### src/rtl/ps2_keyboard_pkg.sv
// Shared constants for the PS/2 keyboard responder: set-2 scan codes,
// frame FSM encoding and default conditioning/timeout parameters.
package ps2_keyboard_pkg;

  localparam logic [7:0] SC_EXT    = 8'hE0;
  localparam logic [7:0] SC_BREAK  = 8'hF0;
  localparam logic [7:0] SC_LSHIFT = 8'h12;
  localparam logic [7:0] SC_RSHIFT = 8'h59;

  localparam int DEFAULT_FILTER_LEN     = 8;
  localparam int DEFAULT_TIMEOUT_CYCLES = 50000;

  typedef enum logic [1:0] {
    ST_IDLE   = 2'd0,
    ST_DATA   = 2'd1,
    ST_PARITY = 2'd2,
    ST_STOP   = 2'd3
  } state_e;

endpackage

### src/rtl/ps2_keyboard_if.sv
// MEM-stage side of the keyboard responder: read strobe in, key data out.
interface ps2_keyboard_if;
  logic        ps2i_rdn;
  logic [7:0]  ps2o_scan_code;
  logic [15:0] ps2o_ascii;
  logic        ps2o_data_ready;

  modport master (output ps2i_rdn, input ps2o_scan_code, ps2o_ascii, ps2o_data_ready);
  modport slave  (input ps2i_rdn, output ps2o_scan_code, ps2o_ascii, ps2o_data_ready);
endinterface

### src/rtl/ps2_ascii_rom.sv
// Combinational set-2 scan code to ASCII lookup; unmapped codes give 0.
module ps2_ascii_rom (
  input  logic [7:0] scan_code,
  input  logic       shift,
  output logic [7:0] ascii
);
  logic [15:0] pair;  // {unshifted, shifted}

  always_comb begin
    pair = 16'h0000;
    case (scan_code)
      8'h1C: pair = {8'h61, 8'h41};  8'h32: pair = {8'h62, 8'h42};
      8'h21: pair = {8'h63, 8'h43};  8'h23: pair = {8'h64, 8'h44};
      8'h24: pair = {8'h65, 8'h45};  8'h2B: pair = {8'h66, 8'h46};
      8'h34: pair = {8'h67, 8'h47};  8'h33: pair = {8'h68, 8'h48};
      8'h43: pair = {8'h69, 8'h49};  8'h3B: pair = {8'h6A, 8'h4A};
      8'h42: pair = {8'h6B, 8'h4B};  8'h4B: pair = {8'h6C, 8'h4C};
      8'h3A: pair = {8'h6D, 8'h4D};  8'h31: pair = {8'h6E, 8'h4E};
      8'h44: pair = {8'h6F, 8'h4F};  8'h4D: pair = {8'h70, 8'h50};
      8'h15: pair = {8'h71, 8'h51};  8'h2D: pair = {8'h72, 8'h52};
      8'h1B: pair = {8'h73, 8'h53};  8'h2C: pair = {8'h74, 8'h54};
      8'h3C: pair = {8'h75, 8'h55};  8'h2A: pair = {8'h76, 8'h56};
      8'h1D: pair = {8'h77, 8'h57};  8'h22: pair = {8'h78, 8'h58};
      8'h35: pair = {8'h79, 8'h59};  8'h1A: pair = {8'h7A, 8'h5A};
      8'h16: pair = {8'h31, 8'h21};  8'h1E: pair = {8'h32, 8'h40};
      8'h26: pair = {8'h33, 8'h23};  8'h25: pair = {8'h34, 8'h24};
      8'h2E: pair = {8'h35, 8'h25};  8'h36: pair = {8'h36, 8'h5E};
      8'h3D: pair = {8'h37, 8'h26};  8'h3E: pair = {8'h38, 8'h2A};
      8'h46: pair = {8'h39, 8'h28};  8'h45: pair = {8'h30, 8'h29};
      8'h29: pair = {8'h20, 8'h20};  8'h5A: pair = {8'h0D, 8'h0D};
      8'h66: pair = {8'h08, 8'h08};
      default: pair = 16'h0000;
    endcase
    ascii = shift ? pair[7:0] : pair[15:8];
  end
endmodule

### src/rtl/ps2_keyboard.sv
// PS/2 keyboard responder: conditions the pins, receives frames, decodes keys.
// Define PS2_PARITY_CHECK_EN to drop frames whose parity is not odd.
module ps2_keyboard
  import ps2_keyboard_pkg::*;
#(
  parameter int FILTER_LEN     = DEFAULT_FILTER_LEN,
  parameter int TIMEOUT_CYCLES = DEFAULT_TIMEOUT_CYCLES
) (
  input  logic          ps2i_clk,
  input  logic          ps2i_rst,
  input  logic          ps2i_ps2_clk,
  input  logic          ps2i_ps2_data,
  ps2_keyboard_if.slave mem
);
  localparam int FW = $clog2(FILTER_LEN + 1);
  localparam int TW = $clog2(TIMEOUT_CYCLES + 1);

  logic [1:0]    clk_sync_q, clk_sync_d, data_sync_q, data_sync_d;
  logic          filt_clk_q, filt_clk_d, pulse_q, pulse_d;
  logic [FW-1:0] filt_cnt_q, filt_cnt_d;
  state_e        state_q, state_d;
  logic [7:0]    shreg_q, shreg_d;
  logic [2:0]    bitcnt_q, bitcnt_d;
  logic          parity_q, parity_d;
  logic [TW-1:0] to_cnt_q, to_cnt_d;
  logic          shift_q, shift_d, brk_q, brk_d, ext_q, ext_d;
  logic [7:0]    scan_q, scan_d;
  logic [15:0]   ascii_q, ascii_d;
  logic          rdy_q, rdy_d;
  logic [7:0]    rom_ascii;
  logic          data_s, frame_ok, is_shift_key;

  assign data_s       = data_sync_q[1];
  assign is_shift_key = (shreg_q == SC_LSHIFT) || (shreg_q == SC_RSHIFT);

  ps2_ascii_rom u_rom (.scan_code(shreg_q), .shift(shift_q), .ascii(rom_ascii));

`ifndef PS2_PARITY_CHECK_EN
  logic unused_parity;
  assign unused_parity = parity_q;
`endif

  // NOTE: defaults assigned first so no path through the block infers a latch.
  always_comb begin
    clk_sync_d  = {clk_sync_q[0], ps2i_ps2_clk};
    data_sync_d = {data_sync_q[0], ps2i_ps2_data};
    filt_clk_d  = filt_clk_q;
    filt_cnt_d  = '0;
    if (clk_sync_q[1] != filt_clk_q) begin
      if (filt_cnt_q == FW'(FILTER_LEN - 1)) filt_clk_d = clk_sync_q[1];
      else                                   filt_cnt_d = filt_cnt_q + 1'b1;
    end
    pulse_d = filt_clk_q & ~filt_clk_d;
  end

  always_comb begin
    state_d  = state_q;
    shreg_d  = shreg_q;
    bitcnt_d = bitcnt_q;
    parity_d = parity_q;
    frame_ok = 1'b0;
    if (state_q == ST_IDLE || pulse_q) to_cnt_d = '0;
    else                               to_cnt_d = to_cnt_q + 1'b1;

    case (state_q)
      ST_IDLE: if (pulse_q && !data_s) begin
        state_d  = ST_DATA;
        bitcnt_d = '0;
        shreg_d  = '0;
      end
      ST_DATA: if (pulse_q) begin
        shreg_d  = {data_s, shreg_q[7:1]};  // LSB arrives first
        bitcnt_d = bitcnt_q + 1'b1;
        if (bitcnt_q == 3'd7) state_d = ST_PARITY;
      end
      ST_PARITY: if (pulse_q) begin
        parity_d = data_s;
        state_d  = ST_STOP;
      end
      ST_STOP: if (pulse_q) begin
        state_d  = ST_IDLE;
`ifdef PS2_PARITY_CHECK_EN
        frame_ok = data_s && (^{shreg_q, parity_q});
`else
        frame_ok = data_s;
`endif
      end
      default: state_d = ST_IDLE;
    endcase

    if (state_q != ST_IDLE && !pulse_q && to_cnt_q == TW'(TIMEOUT_CYCLES - 1)) begin
      state_d  = ST_IDLE;
      shreg_d  = '0;
      bitcnt_d = '0;
      to_cnt_d = '0;
    end
  end

  // Decode acts on the completed byte in the same cycle as the STOP pulse.
  always_comb begin
    shift_d = shift_q;
    brk_d   = brk_q;
    ext_d   = ext_q;
    scan_d  = scan_q;
    ascii_d = ascii_q;
    rdy_d   = mem.ps2i_rdn ? rdy_q : 1'b0;
    if (frame_ok) begin
      scan_d = shreg_q;
      if (shreg_q == SC_EXT) begin
        ext_d = 1'b1;
      end else if (shreg_q == SC_BREAK) begin
        brk_d = 1'b1;
      end else if (brk_q) begin
        if (is_shift_key) shift_d = 1'b0;
        brk_d = 1'b0;
        ext_d = 1'b0;
      end else if (is_shift_key && !ext_q) begin
        shift_d = 1'b1;
      end else if (ext_q) begin
        ascii_d = {8'h01, shreg_q};
        rdy_d   = 1'b1;
        ext_d   = 1'b0;
      end else if (rom_ascii != 8'h00) begin
        ascii_d = {8'h00, rom_ascii};
        rdy_d   = 1'b1;
      end
    end
  end

  // NOTE: sequential state uses non-blocking assignments only.
  always_ff @(posedge ps2i_clk or negedge ps2i_rst) begin
    if (!ps2i_rst) begin
      clk_sync_q  <= '0;
      data_sync_q <= '0;
      filt_clk_q  <= 1'b0;
      filt_cnt_q  <= '0;
      pulse_q     <= 1'b0;
      state_q     <= ST_IDLE;
      shreg_q     <= '0;
      bitcnt_q    <= '0;
      parity_q    <= 1'b0;
      to_cnt_q    <= '0;
      shift_q     <= 1'b0;
      brk_q       <= 1'b0;
      ext_q       <= 1'b0;
      scan_q      <= '0;
      ascii_q     <= '0;
      rdy_q       <= 1'b0;
    end else begin
      clk_sync_q  <= clk_sync_d;
      data_sync_q <= data_sync_d;
      filt_clk_q  <= filt_clk_d;
      filt_cnt_q  <= filt_cnt_d;
      pulse_q     <= pulse_d;
      state_q     <= state_d;
      shreg_q     <= shreg_d;
      bitcnt_q    <= bitcnt_d;
      parity_q    <= parity_d;
      to_cnt_q    <= to_cnt_d;
      shift_q     <= shift_d;
      brk_q       <= brk_d;
      ext_q       <= ext_d;
      scan_q      <= scan_d;
      ascii_q     <= ascii_d;
      rdy_q       <= rdy_d;
    end
  end

  assign mem.ps2o_scan_code  = scan_q;
  assign mem.ps2o_ascii      = ascii_q;
  assign mem.ps2o_data_ready = rdy_q;
endmodule
### src/flat_wrapper.sv
// flat-port wrapper written by rule: the top's interface ports become plain ports
module ps2_keyboard_flat import ps2_keyboard_pkg::*;
#(
  parameter int FILTER_LEN     = DEFAULT_FILTER_LEN,
  parameter int TIMEOUT_CYCLES = DEFAULT_TIMEOUT_CYCLES
)
  (ps2i_clk, ps2i_rst, ps2i_ps2_clk, ps2i_ps2_data, mem_ps2i_rdn, mem_ps2o_scan_code, mem_ps2o_ascii, mem_ps2o_data_ready);
  ps2_keyboard_if mem_i ();
  input  logic ps2i_clk;
  input  logic ps2i_rst;
  input  logic ps2i_ps2_clk;
  input  logic ps2i_ps2_data;
  input wire logic [$bits(mem_i.ps2i_rdn)-1:0] mem_ps2i_rdn;
  output wire logic [$bits(mem_i.ps2o_scan_code)-1:0] mem_ps2o_scan_code;
  output wire logic [$bits(mem_i.ps2o_ascii)-1:0] mem_ps2o_ascii;
  output wire logic [$bits(mem_i.ps2o_data_ready)-1:0] mem_ps2o_data_ready;
  assign mem_i.ps2i_rdn = mem_ps2i_rdn;
  assign mem_ps2o_scan_code = mem_i.ps2o_scan_code;
  assign mem_ps2o_ascii = mem_i.ps2o_ascii;
  assign mem_ps2o_data_ready = mem_i.ps2o_data_ready;
  ps2_keyboard #(.FILTER_LEN(FILTER_LEN), .TIMEOUT_CYCLES(TIMEOUT_CYCLES)) u_core (.ps2i_clk(ps2i_clk), .ps2i_rst(ps2i_rst), .ps2i_ps2_clk(ps2i_ps2_clk), .ps2i_ps2_data(ps2i_ps2_data), .mem(mem_i));
endmodule
### config.mk
export PLATFORM = sky130hd
export DESIGN_NAME = ps2_keyboard_flat
export DESIGN_NICKNAME = d
export VERILOG_FILES = /design/src/rtl/ps2_keyboard_pkg.sv /design/src/rtl/ps2_keyboard_if.sv /design/src/rtl/ps2_ascii_rom.sv /design/src/rtl/ps2_keyboard.sv /design/src/flat_wrapper.sv
export SDC_FILE = /design/constraint.sdc
export NUM_CORES = 1
export LEC_CHECK = 0
export ABC_AREA = 1
export BUFFER_PORTS_ARGS = -buffer_cell sky130_fd_sc_hd__buf_4
export CAP_MARGIN = 5
export CORE_MARGIN = 2
export CORE_UTILIZATION = 45
export CTS_BUF_LIST = sky130_fd_sc_hd__clkbuf_4 sky130_fd_sc_hd__clkbuf_8 sky130_fd_sc_hd__clkbuf_16
export CTS_CLUSTER_SIZE = 20
export DETAILED_ROUTE_END_ITERATION = 12
export GPL_ROUTABILITY_DRIVEN = 0
export SYNTH_ARGS = -nofsm -noshare
export SYNTH_HDL_FRONTEND = slang
export SYNTH_SLANG_ARGS = --single-unit
### constraint.sdc
create_clock -name ps2i_clk -period 2.3 [get_ports ps2i_clk]
set_input_delay 0.69 -clock ps2i_clk [delete_from_list [all_inputs] [get_ports ps2i_clk]]
set_output_delay 0.69 -clock ps2i_clk [all_outputs]
set_load 0.01 [all_outputs]
# After elaboration in Yosys (flattened, before gate mapping)

Memories as Yosys holds them, arrays and structs flattened.
Cells that the tools add are included.

Mux-type cells: 43
Add/subtract/negate cells: 3
Equal/unequal tests: 19
Bitwise operators: 6
Reductions and logical operators: 21

Operators with widths:

| operator                                                                | number |
|---|---|
| 16-bit two-way mux                                                      | 5 |
| 8-bit two-way mux                                                       | 4 |
| 1-bit two-way mux                                                       | 20 |
| 16-bit by 1-bit adder with 16-bit output, second input constant         | 1 |
| 16-bit == test, second input constant                                   | 1 |
| 8-bit == test, second input constant                                    | 2 |
| 8-bit one-hot mux with 2 select lines                                   | 1 |
| 3-bit by 1-bit inequality test with 1-bit output, second input constant | 5 |
| 2-bit two-way mux                                                       | 6 |
| 5-bit AND reduction                                                     | 2 |
| 3-bit two-way mux                                                       | 3 |
| 8-bit by 5-bit == test with 1-bit output, second input constant         | 1 |
| 8-bit by 7-bit == test with 1-bit output, second input constant         | 1 |
| 4-bit two-way mux                                                       | 2 |
| 2-bit one-hot mux with 4 select lines                                   | 1 |
| 8-bit nonzero test                                                      | 1 |
| 3-bit one-hot mux with 2 select lines                                   | 1 |
| 3-bit AND reduction                                                     | 2 |
| 6-bit AND reduction                                                     | 1 |
| 2-bit nonzero test                                                      | 3 |
| 1-bit NOT                                                               | 5 |
| 4-bit by 1-bit adder with 4-bit output, second input constant           | 1 |
| 2-bit == test, second input constant                                    | 2 |
| 4-bit by 3-bit == test with 1-bit output, second input constant         | 1 |
| 14 further kinds                                                        | 20 |

Word-level logic and storage cells: 108
Register bits: 67
Memories kept: 1
ROM bits: 1792

Memories:

| name            | words | width | read ports | clocked after Yosys merged registers in | write ports | line                | RTL |
|---|---|---|---|---|---|---|---|
| (no name shown) | 128   | 14    | 1          | 0                                       | 0           | ps2_ascii_rom.sv:11 | `case (scan_code)` |

# Logic depth before layout (Yosys ltp)

Gate-level depths: netlist (run 1).
An unclocked memory read counts as a cell.

Depth after elaboration: 11
Depth in mapped cells: 17

# Cells and area by module

From an unflattened synthesis (run 1), not the netlist that was laid out.

Cell total of the unflattened synthesis: 589
Area, all modules: 4201.5 um^2

By module, submodules not included:

| module        | cells each | area an instance (um^2) | instances |
|---|---|---|---|
| ps2_keyboard  | 395        | 3175.5                  | 1 |
| ps2_ascii_rom | 194        | 1026.0                  | 1 |

# Worst setup path before layout (run 1)

Ideal clock, no wire load.

Path type: register -> register
Start point: reg u_core.shreg_q[1]
End point: reg u_core.ascii_q[8] (netlist: u_core.mem.ps2o_ascii[8])
Period minus slack after synthesis: 2.083 ns
Cell stages (with the launch flop): 16
Path buffers: 0
Path slack: 0.217 ns
Setup time: 0.117 ns
Arrival time: 1.966 ns
Path through: dfrtp_1 -> inv_1 -> ha_1 -> nand2_2 -> nor2_1 -> nor2_1 -> nand2_1 -> a21oi_1 -> nor2_1 -> nand3_1 -> nand3_1 -> nor2_2 -> nand2_4 -> nand2_4 -> nand2_1 -> nand2_1

Word-level cells in the longest chain between the ends: 6
Elaborated cells between the ends (all ways): 15
Those cells by class: eq/ne: 4; mux: 2; bitwise: 3; reduce/logical: 5; memory: 1

RTL lines:

| item                              | line                | RTL |
|---|---|---|
| from (decl)                       | ps2_keyboard.sv:22  | `logic [7:0] shreg_q, shreg_d;` |
| from (signal assigned)            | ps2_keyboard.sv:156 | `shreg_q <= shreg_d;` |
| memory 128 x 14 bit               | --                  |  |
| 16-bit two-way mux                | ps2_ascii_rom.sv:11 |  |
| 8-bit two-way mux                 | ps2_ascii_rom.sv:34 | `ascii = shift ? pair[7:0] : pair[15:8];` |
| 8-bit nonzero test                | ps2_keyboard.sv:123 | `end else if (rom_ascii != 8'h00) begin` |
| 2-bit nonzero test (no line)      | --                  |  |
| 6-bit AND reduction (no line) (*) | --                  |  |
| to (signal assigned)              | ps2_keyboard.sv:164 | `ascii_q <= ascii_d;` |
| to (decl)                         | ps2_keyboard.sv:28  | `logic [15:0] ascii_q, ascii_d;` |

Mark *: on every way between the ends. The rest lies on a longest branch, timed or not.
A chain may end at the register's enable or synchronous reset.

# Final worst setup path (run 1)

Start point: reg u_core.shreg_q[1]
End point: reg u_core.ascii_q[6] (netlist: u_core.mem.ps2o_ascii[6])

Word-level cells in the longest chain between the ends: 6
Elaborated cells between the ends (all ways): 17
Those cells by class: eq/ne: 4; mux: 4; bitwise: 3; reduce/logical: 5; memory: 1

RTL lines:

| item                          | line |
|---|---|
| memory 128 x 14 bit           | -- |
| 16-bit two-way mux            | ps2_ascii_rom.sv:11 |
| 8-bit two-way mux             | ps2_ascii_rom.sv:34 |
| 8-bit nonzero test            | ps2_keyboard.sv:123 |
| 2-bit nonzero test (no line)  | -- |
| 6-bit AND reduction (no line) | -- |

Parallel ways exist; a longest one is shown, timed or not. The select of a mux whose other input is x is not followed.

==> results of run 1 <==
## layout by cell type, fill, tap and decap left out, types with 2 or more instances in the layout
| cell type | Yosys | layout |
|---|---|---|
| nand3_2 | 1 | 4 |
| nand2_4 | 2 | 3 |
| nor3_2 | 2 | 2 |
| conb_1 | 1 | 7 |
| a21oi_2 | 2 | 4 |
| dfrtp_1 | 60 | 59 |
| a21boi_1 | 2 | 2 |
| a31oi_1 | 2 | 2 |
| nor2_4 | 1 | 3 |
| clkinv_1 | 2 | 2 |
| ha_2 | 0 | 2 |
| nor2_1 | 36 | 33 |
| inv_4 | 1 | 3 |
| bufinv_16 | 0 | 2 |
| buf_4 | 11 | 46 |
| ha_4 | 0 | 2 |
| ha_1 | 15 | 11 |
| xor2_1 | 2 | 2 |
| nand4_1 | 6 | 6 |
| nand3_1 | 72 | 69 |
| nand3b_1 | 3 | 3 |
| nand2_2 | 2 | 9 |
| nor2_2 | 9 | 10 |
| buf_6 | 2 | 2 |
| a21oi_1 | 20 | 18 |
| o211ai_1 | 2 | 2 |
| inv_1 | 58 | 55 |
| nand2_1 | 183 | 176 |
| inv_2 | 3 | 4 |
| clkinv_4 | 0 | 2 |
| o21ai_0 | 30 | 30 |
| xnor2_1 | 3 | 3 |
| nor3b_1 | 3 | 2 |
| clkbuf_8 | 0 | 9 |
| nor3_1 | 6 | 6 |
## worst max path at each step
stage / end / from / slack (ps) / depth (start not counted)
finish: u_core.mem.ps2o_ascii[6] / u_core.shreg_q[1] / 100 / 14
floorplan: u_core.mem.ps2o_ascii[8] / u_core.shreg_q[1] / 220 / 15
global route: u_core.mem.ps2o_ascii[5] / u_core.shreg_q[1] / -20 / 15
global placement: u_core.mem.ps2o_ascii[5] / u_core.shreg_q[1] / 50 / 15
CTS: u_core.mem.ps2o_ascii[2] / u_core.shreg_q[1] / 4 / 15
detailed placement: u_core.mem.ps2o_ascii[2] / u_core.shreg_q[1] / -60 / 15
## metrics by stage
| step | std cells | instance area [um^2] |
|---|---|---|
| detailed placement | 687 | 4220 |
| global route | 718 | 4690 |
| finish | 718 | 4690 |
| global placement | 687 | 4220 |
| CTS | 703 | 4440 |
| floorplan | 567 | 3970 |
## power by group through the flow
stage          Combinational, uW  Clock [uW]  Sequential [uW]
2_1_floorplan               1220           0             1340
3_3_place_gp                1520           0             1400
3_5_place_dp                1540           0             1410
4_1_cts                     1550        1120             1390
5_1_grt                     1970        1170             1420
6_report                    1740        1080             1390
## metal layers
layer | vias up | wire length [um] | GRT usage [%]
li1 | 1874 | - | -
met4 | 0 | 227 | 8.44
met2 | 140 | 4530 | 33.6
met3 | 26 | 721 | 5.32
met1 | 1695 | 4510 | 29.7
met5 | - | 0 | 0
## worst max-delay path, stage by stage, from the launching register on
cell and delay, ps:
dfrtp_2 480, buf_4 170, ha_4 180, nand2_1 170
nand3_1 140, o21ai_0 100, nand2_1 60, nand2_1 80
nand2_1 60, nand3_1 120, nand3_2 100, nor2_4 150
nand2_4 120, nand3_1 110, nand2_1 60
## sequential cells by signal (all words and copies together), names as in the netlist, 2 cells and up
signal	cells
u_core.to_cnt_q	16
u_core.mem.ps2o_ascii	9
u_core.mem.ps2o_scan_code	8
u_core.shreg_q	8
u_core.filt_cnt_q	4
u_core.bitcnt_q	3
u_core.clk_sync_q	2
u_core.data_sync_q	2
u_core.state_q	2
## timing repair
action                                  in CTS  in global routing
pin swaps                                    0                 16
hold buffers                                 0                  0
cloned                                       0                  2
resized for setup                            1                 33
endpoints found under the setup margin      10                 11
buffers inserted                             0                 13
## Yosys cell counts, drive strengths merged
cell type and count:
o22ai 1, or2 1, buf 22, nor3b 3, xnor2 3, nand3b 3, a211oi 1, ha 15
clkinv 2, a21oi 22, clkbuf 2, a31oi 2, mux2 1, nand4 6, o21ai 30, o31ai 1
nor2 46, nand3 73, conb 1, o32ai 1, xor2 2, nor3 9, o211ai 2, a21boi 3
nand2 187, inv 62, dfrtp 60
## layout make-up
type / instances / area, um^2 / area share (%)
multi-input cells: 421 / 2190 / 46.8
flip-flops and latches: 60 / 1500 / 32.0
repair buffers: 49 / 388 / 8.27
inverters: 64 / 248 / 5.28
well taps: 108 / 135 / 2.88
clock buffers: 9 / 124 / 2.64
clock inverters: 7 / 98.8 / 2.11
## kinds of logic (layout without fill, tap and decap cells)
family | after synthesis | after routing
other cells | 1 | 7
buf+inv | 88 | 129
simple gates | 328 | 330
flops | 60 | 60
compound gates | 63 | 63
mux | 1 | 1
xor+xnor | 5 | 5
fa+ha+maj | 15 | 15
==> flow_summary.toml, run 1 <==
[status]
status = "finished clean"

[floorplan]
die_width_um = 97.7
initial_utilization_pct = 45.7
die_y_um = 97.7
design.core.area_um2 = 8640
num_io_pins = 30
num_rows = 34
die_area_um2 = 9540

[logic_synthesis]
synthAdderAreaFrac_pct = 4.75
synthCells = 561
ys_ff_latch = 60
syn_area_um2 = 3950
synth.avg_cell_area_um2 = 7.04
synth-simple-area-share_pct = 36.7
synth_area_leader_cell = "dfrtp_1"
synth_compound_area_share_pct = 8.90
synth_cell_type_count = 40
ys_seq_area_share_pct = 38.0
synth_xor_area_share_pct = 1.11
synth_mux_area_share_pct = 0.285
ys_warn_count = 0
synth_top_family_by_area = "simple AND/OR/NAND/NOR gates"
synth_top_area_share_pct = 38.0
synth.area.top_cells = "dfrtp_1, nand2_1, nand3_1"

[power_and_ir_drop]
netSwitchingFraction_pct = 42.3
power.density_nw_per_um2 = 897
report.power.total_uw = 4210
switching_power_uw = 1780
pwr-share-comb_pct = 41.3
p_leak_uw = 0.00243
p_int_uw = 2430
pwr-share-clk_pct = 25.7
peakVddDrop_v = 0.000642
pwr-share-seq_pct = 33.0

[clocking]
clkTransAtPathRegs_ps = 80
clockBufferDepth = 2
cts_buffers = 9
clock_sinks = 60
cts.htree.levels = 3
root_buffer = "clkbuf_8"
clkLatencyLatePin_ps = 340
tritoncts = "done"

[detailed_routing]
drt-wirelength-per-cell_um = 13.9
drtIter0Drc = 275
vias = 3735
post_drt_via_cell_ratio = 5.20
drt-total-wl_mm = 9.99
drc = 0
first_pass_iters = 5
antenna_left = 0

[worst_setup_path]
crit_fanout = 7
rr_worst_depth = 14
r2r_setup_slack_ps = 100
worstReg2RegStart = "u_core.shreg_q[1]"
rr_endpoint = "u_core.mem.ps2o_ascii[6]"
critPathKind = "reg -> reg"
start_kind = "flip-flop"
cp.arrival_ps = 2430
worstPathRequired_ps = 2530
crit_path_end_kind = "flip-flop"

[grt]
overflow = 0
grt_pass1_wl_mm = 16.9
grt_max_degree = 61
grt_pass1_vias = 3598
track_usage_pct = 21.8
antenna_found_initial = 0

[sta]
slew_viol_final = 0
max_freq_mhz = 454
finalHoldViolCount = 0
setup_tns_ps = 0
fin_worst_skew_ps = 7.19
slew_headroom_pct = 48.5
fin_ws_ps = 97.9
period_share_pct = 95.7
timing.hold.ws_ps = 351
tightestPinTransition_ps = 772
finalSetupViolations = 0
min_period_ps = 2200

[finish]
finalNetCount = 625
area_delta_synth_final_pct = 18.8
diodes = 0
layout-drive-gt1-share_pct = 19.3
final_core_util_pct = 54.3
fillers = 822

[worst_hold_path]
worstHoldStart = "u_core.data_sync_q[0]"
hold_depth = 0
hold_path.class = "reg -> reg"
min_to = "u_core.data_sync_q[1]"

[placement]
dp_slack_ps = -60.6
dp_hpwl_mm = 7.05
port_buffers = 22

[flow_run]
maxCapViolCount = 0
(Power assumes the default switching activity.)
==> inputs of run 2 (changes only) <==
ABC_AREA = default   (was 1)
==> run 2 against run 1 <==
  * Synthesized area is 2.6% lower
  * Critical path type unchanged
  * Total power is 37% lower
  * Synthesized cell count is 24% lower
  * Utilization is 7.5 points higher
  * Combinational power is 74% lower
  * The flow now finishes with violations (negative setup slack)
  * Clock power is 9% lower
  * Via count is 1.1% lower
  * Cell count is 10% lower
  * Die area is 2.5% lower
==> flow_summary.toml, run 2 <==
[clocking]
tritoncts = "done"
clock_sinks = 60
clkLatencyLatePin_ps = 350
clkTransAtPathRegs_ps = 70
cts.htree.levels = 3
cts_buffers = 9
clockBufferDepth = 2
root_buffer = "clkbuf_8"

[power_and_ir_drop]
p_leak_uw = 0.00237
pwr-share-clk_pct = 37.4
peakVddDrop_v = 0.000524
power.density_nw_per_um2 = 516
pwr-share-comb_pct = 17.5
pwr-share-seq_pct = 45.1
p_int_uw = 1890
switching_power_uw = 744
netSwitchingFraction_pct = 28.2

[status]
violations = "negative setup slack"
status = "finished, violations left"

[sta]
fin_ws_ps = -691
fin_worst_skew_ps = 12.9
min_period_ps = 2990
finalHoldViolCount = 0
rsz0062_at_grt = "true"
period_share_pct = 130
slew_headroom_pct = 50.1
max_freq_mhz = 334
tightestPinTransition_ps = 748
finalSetupViolations = 10
slew_viol_final = 0

[logic_synthesis]
ys_seq_area_share_pct = 39.0
syn_area_um2 = 3850
yosysMostFrequentCell = "dfrtp_1"
synth.avg_cell_area_um2 = 9.06
ys_warn_count = 0
synth_cell_type_count = 59
synth_enable_flop_cells = 0
ys_ff_latch = 60
async_flop_share_pct = 100
synth-main-ff-cell = "dfrtp_1"
yosys-top-cells-count = "dfrtp_1, nor2_1, nand2_1, a21oi_1, o21ai_0"
synth_area_leader_cell = "dfrtp_1"
synth_top_area_share_pct = 39.0
synthCells = 425
synth.area.top_cells = "dfrtp_1, ha_1, nor2_1"

[detailed_routing]
antenna_left = 0
dr_wl_met2_mm = 4.95
drt-wirelength-per-cell_um = 16.4
drtIter0Drc = 318
first_pass_iters = 5
drt-total-wl_mm = 10.6
highest_layer = "met4"
drc = 0
dr_wl_met3_um = 690
vias = 3694
post_drt_via_cell_ratio = 5.74
drt-met1-wl_mm = 4.48

[finish]
final_common_cell = "buf_4"
largest_register_ffs = 16
area_delta_synth_final_pct = 32.7
diodes = 0
finalNetCount = 554
final_cell_mix = "buf_4, dfrtp_1, nor2_1, nand2_1, a21oi_1"
final_core_util_pct = 61.8
top_register = "u_core.to_cnt_q"
layout-drive-gt1-share_pct = 34.7

[worst_setup_path]
crit_start = "u_core.shreg_q[1]"
crit_path_end_kind = "flip-flop"
cp.arrival_ps = 3220
critPathKind = "reg -> reg"
worstPathRequired_ps = 2530
start_kind = "flip-flop"
r2r_setup_slack_ps = -690
worstReg2RegStart = "u_core.shreg_q[1]"
crit_fanout = 6

[grt]
grt_pass1_wl_mm = 17.7
grt_pass1_vias = 3652
grt_max_degree = 61
antenna_found_initial = 0
track_usage_pct = 24.8
overflow = 0

[floorplan]
die_width_um = 96.5
die_area_um2 = 9310
num_io_pins = 30
design.core.area_um2 = 8260
initial_utilization_pct = 46.6
die_y_um = 96.5
num_rows = 33

[placement]
dp_hpwl_mm = 7.48
dp_slack_ps = -692
port_buffers = 22

[worst_hold_path]
hold_path.class = "reg -> reg"
worstHoldStart = "u_core.data_sync_q[0]"

[flow_run]
maxCapViolCount = 0
[run 2: cell types whose count changed in the layout (fill, tap and decap cells not counted), moves of 7 or more]
cell / before / now
nand2_1: 176 / 33
o21ai_0: 30 / 17
nor2_2: 10 / 0
nand3_1: 69 / 15
inv_1: 55 / 11
nand2_2: 9 / 0
a21oi_1: 18 / 26
buf_4: 46 / 125
and3_1: 0 / 8
mux2_2: 1 / 10
nor2_1: 33 / 43
mux2_4: 0 / 7
nand2b_1: 0 / 14
a22o_1: 0 / 9
[run 2: cell families (layout without fill, tap and decap cells)]
| kind of cell | Yosys count | in the layout | synth area share, % |
|---|---|---|---|
| xor+xnor | 16 | 16 | 3.64 |
| mux | 23 | 23 | 7.12 |
| flops | 60 | 60 | 39.0 |
| simple gates | 160 | 160 | 21.1 |
| compound gates | 99 | 99 | 17.3 |
| fa+ha+maj | 15 | 15 | 4.88 |
| other cells | 1 | 7 | 0.0974 |
| buf+inv | 51 | 159 | 6.86 |
[run 2: critical path, stage by stage, from the launching register on]
cell and delay, ps:
dfrtp_2 430, buf_6 140, ha_4 170, mux2i_1 190, mux2i_1 110, a32o_1 270, or3_1 330, or4_1 410
o41a_1 360, buf_4 170, mux2_4 290
[run 2: power groups by stage]
stage / clock network [uW] / logic [uW] / registers, uW
final: 987 / 460 / 1190
after global routing: 1060 / 544 / 1200
after CTS: 1030 / 461 / 1190
after detailed placement: 0 / 459 / 1210
after global placement: 0 / 444 / 1200
after floorplan: 0 / 316 / 1200
[run 2: layer usage]
| layer | track usage, % | up-vias |
|---|---|---|
| met4 | 12.4 | 0 |
| met2 | 39.5 | 153 |
| li1 | - | 1731 |
| met3 | 6.13 | 42 |
| met1 | 31.4 | 1768 |
| met5 | 0 | - |
[run 2: what timing repair did]
| action | CTS | global route |
|---|---|---|
| resized for setup | 18 | 15 |
| pin swaps | 0 | 1 |
| hold buffers | 0 | 0 |
| cloned | 1 | 0 |
| setup endpoints to repair | 11 | 20 |
| buffers inserted | 8 | 1 |
[run 2: through the flow]
stage                     std cells  power (uW)  hold WS (ps)  area, um^2  TNS (ps)
after global placement          618        1650           333        4690     -6040
final                           644        2640           352        5110     -6190
after global routing            644        2800           358        5110     -6860
after floorplan                 431        1510           331        3900     -4810
after CTS                       643        2680           358        5030     -5780
after detailed placement        618        1670           340        4690     -6200
[run 2: cell type report]
| class | instances | area, um^2 |
|---|---|---|
| Timing Repair Buffer | 129 | 987 |
| Fill cell | 709 | 3150 |
| Inverter | 14 | 57.6 |
| Multi-Input combinational cell | 320 | 2220 |
| Tap cell | 105 | 131 |
| Sequential cell | 60 | 1510 |
| Clock inverter | 4 | 47.5 |
| Clock buffer | 12 | 159 |
[run 2: worst paths after layout]
path | to | depth (start not counted)
worst min register to register | u_core.data_sync_q[1] | 0
min in group asynchronous | u_core.to_cnt_q[9] | 1
worst max-delay path | u_core.mem.ps2o_ascii[1] | 10
max in group asynchronous | u_core.shreg_q[5] | 1
worst min-delay path | u_core.data_sync_q[1] | 0
worst max register to register | u_core.mem.ps2o_ascii[1] | 10
==> inputs of run 3 (changes only) <==
CTS_CLUSTER_DIAMETER = 200   (was default)
SYNTH_HIERARCHICAL = 1   (was default)
clock period = 3.75 ns   (was 2.3 ns; I/O delays follow)
==> run 3 against run 2 <==
  * The run now ends clean
  * Clock skew up 0.85 ps
  * Flip-flop and latch count unchanged
  * First-iteration DRC count down 29%
  * Largest cell class unchanged
==> flow_summary.toml, run 3 <==
[finish]
top_register = "u_core/to_cnt_q"
final_core_util_pct = 51.3
final_cell_mix = "dfrtp_1, nor2_1, buf_4, nand2_1, o21ai_0"
largest_register_ffs = 16
final_common_cell = "dfrtp_1"
area_delta_synth_final_pct = 9.81
diodes = 0
layout-drive-gt1-share_pct = 15.2
fin_area_um2 = 4500
finalNetCount = 490

[worst_hold_path]
hold_path.class = "reg -> reg"

[detailed_routing]
drtIter0Drc = 227
drc = 0
drt-wirelength-per-cell_um = 17.2
first_pass_iters = 5
drt-total-wl_mm = 10.0
post_drt_via_cell_ratio = 6.14
dr_wl_met3_um = 643
highest_layer = "met4"
vias = 3580
dr_wl_met2_mm = 4.73
drt-met1-wl_mm = 4.40
antenna_left = 0

[floorplan]
die_y_um = 99.4
num_rows = 34
num_io_pins = 30
die_area_um2 = 9880
die_width_um = 99.4
initial_utilization_pct = 46.7
design.core.area_um2 = 8760

[clocking]
cts.htree.levels = 3
ctsResizeCount = 0
clock_sinks = 60
cts_setup_buffers = 0
cts_buffers = 9
hold_buffers = 0
tritoncts = "done"
root_buffer = "clkbuf_8"
clkLatencyLatePin_ps = 330
clkTransAtPathRegs_ps = 80
clockBufferDepth = 2

[placement]
dp_slack_ps = 472
dp_hpwl_mm = 6.58
port_buffers = 22
place_area_um2 = 4290

[sta]
slew_headroom_pct = 42.6
setup_tns_ps = 0
rsz0062_at_grt = "false"
tightestPinTransition_ps = 862
slew_viol_final = 0
fin_worst_skew_ps = 13.8
period_share_pct = 87.9
timing.hold.ws_ps = 356
finalHoldViolCount = 0
finalSetupViolations = 0
fin_ws_ps = 453
min_period_ps = 3300
max_freq_mhz = 303

[worst_setup_path]
critPathKind = "reg -> reg"
worstPathRequired_ps = 3970
cp.arrival_ps = 3520
start_kind = "flip-flop"
crit_path_end_kind = "flip-flop"
crit_fanout = 16

[power_and_ir_drop]
power.density_nw_per_um2 = 359
p_leak_uw = 0.00189
peakVddDrop_v = 0.000355

[flow_run]
maxCapViolCount = 0

[logic_synthesis]
synth.area.top_cells = "dfrtp_1, ha_1, nor2_1"
synthCells = 457
synth_cell_type_count = 67
synth.avg_cell_area_um2 = 8.96
synth_enable_flop_cells = 0
syn_area_um2 = 4100
ys_ff_latch = 60
synth_area_leader_cell = "dfrtp_1"
yosys-top-cells-count = "dfrtp_1, nor2_1, nand2_1, o21ai_0, a21oi_1"
synth-main-ff-cell = "dfrtp_1"
ys_seq_area_share_pct = 36.7
yosysMostFrequentCell = "dfrtp_1"
async_flop_share_pct = 100
ys_warn_count = 6
synth_top_area_share_pct = 36.7

[grt]
overflow = 0
grt_max_degree = 61
grt_pass1_wl_mm = 16.6
antenna_found_initial = 0
track_usage_pct = 20.8
grt_pass1_vias = 3361

[status]
status = "finished clean"
run 3: path summary, 6_finish.rpt:
| kind | start | to | slack, ps | depth (start not counted) |
|---|---|---|---|---|
| worst max-delay path | u_core/shreg_q[0] | u_core/mem.ps2o_ascii[4] | 450 | 12 |
| worst min-delay path | u_core/data_sync_q[0] | u_core/data_sync_q[1] | 360 | 0 |
| worst max register to register | u_core/shreg_q[0] | u_core/mem.ps2o_ascii[4] | 450 | 12 |
| worst min register to register | u_core/data_sync_q[0] | u_core/data_sync_q[1] | 360 | 0 |
| max in group asynchronous | ps2i_rst | u_core/to_cnt_q[10] | 2350 | 1 |
| min in group asynchronous | ps2i_rst | u_core/mem.ps2o_ascii[8] | 860 | 1 |
run 3: cell families (layout without fill, tap and decap cells):
| group | after synthesis | after routing | share of synthesized area (%) |
|---|---|---|---|
| adder cells (fa/ha/maj) | 15 | 15 | 4.58 |
| buffers and inverters | 51 | 63 | 6.39 |
| other | 2 | 8 | 0.183 |
| AO/OA/AOI/OAI | 122 | 122 | 20.6 |
| XOR/XNOR | 15 | 15 | 3.21 |
| AND/OR/NAND/NOR | 174 | 174 | 23.5 |
| flip-flops | 60 | 60 | 36.7 |
| multiplexers | 18 | 18 | 4.89 |
run 3: layout make-up:
cell class | instances | area (um^2)
clock buffer | 9 | 124
timing repair buffer | 33 | 248
tap | 108 | 135
inverter | 14 | 52.6
clock inverter | 7 | 81.3
sequential | 60 | 1500
fill | 835 | 4270
multi-input combinational | 352 | 2350
run 3: report_power, final:
group	leakage (uW)	total, uW	switching (uW)	internal [uW]
Clock	0.000107	615	296	319
Sequential	0.000769	749	50.9	699
Combinational	0.00102	251	142	109
run 3: per-layer routing:
metal  up-vias  track usage, %
li1       1695               -
met1      1714            28.5
met2       137            32.5
met3        34            3.94
met4         0            8.43
met5         -               0
run 3: critical path, stage by stage (launching register included):
cell and delay, ps:
dfrtp_1 380, inv_1 140, ha_1 240, mux2_2 260
a21oi_1 230, o211ai_1 130, a311oi_1 380, a2111oi_0 160
or4_4 540, nor4_4 210, buf_4 250, nor4_1 80
nand3b_1 180
run 3: metrics by stage:
| stage | total power (uW) | instances |
|---|---|---|
| 5_1_grt | 1720 | 583 |
| 4_1_cts | 1640 | 583 |
| 3_5_place_dp | 1020 | 567 |
| 6_report | 1620 | 583 |
| 2_1_floorplan | 952 | 463 |
| 3_3_place_gp | 1000 | 567 |
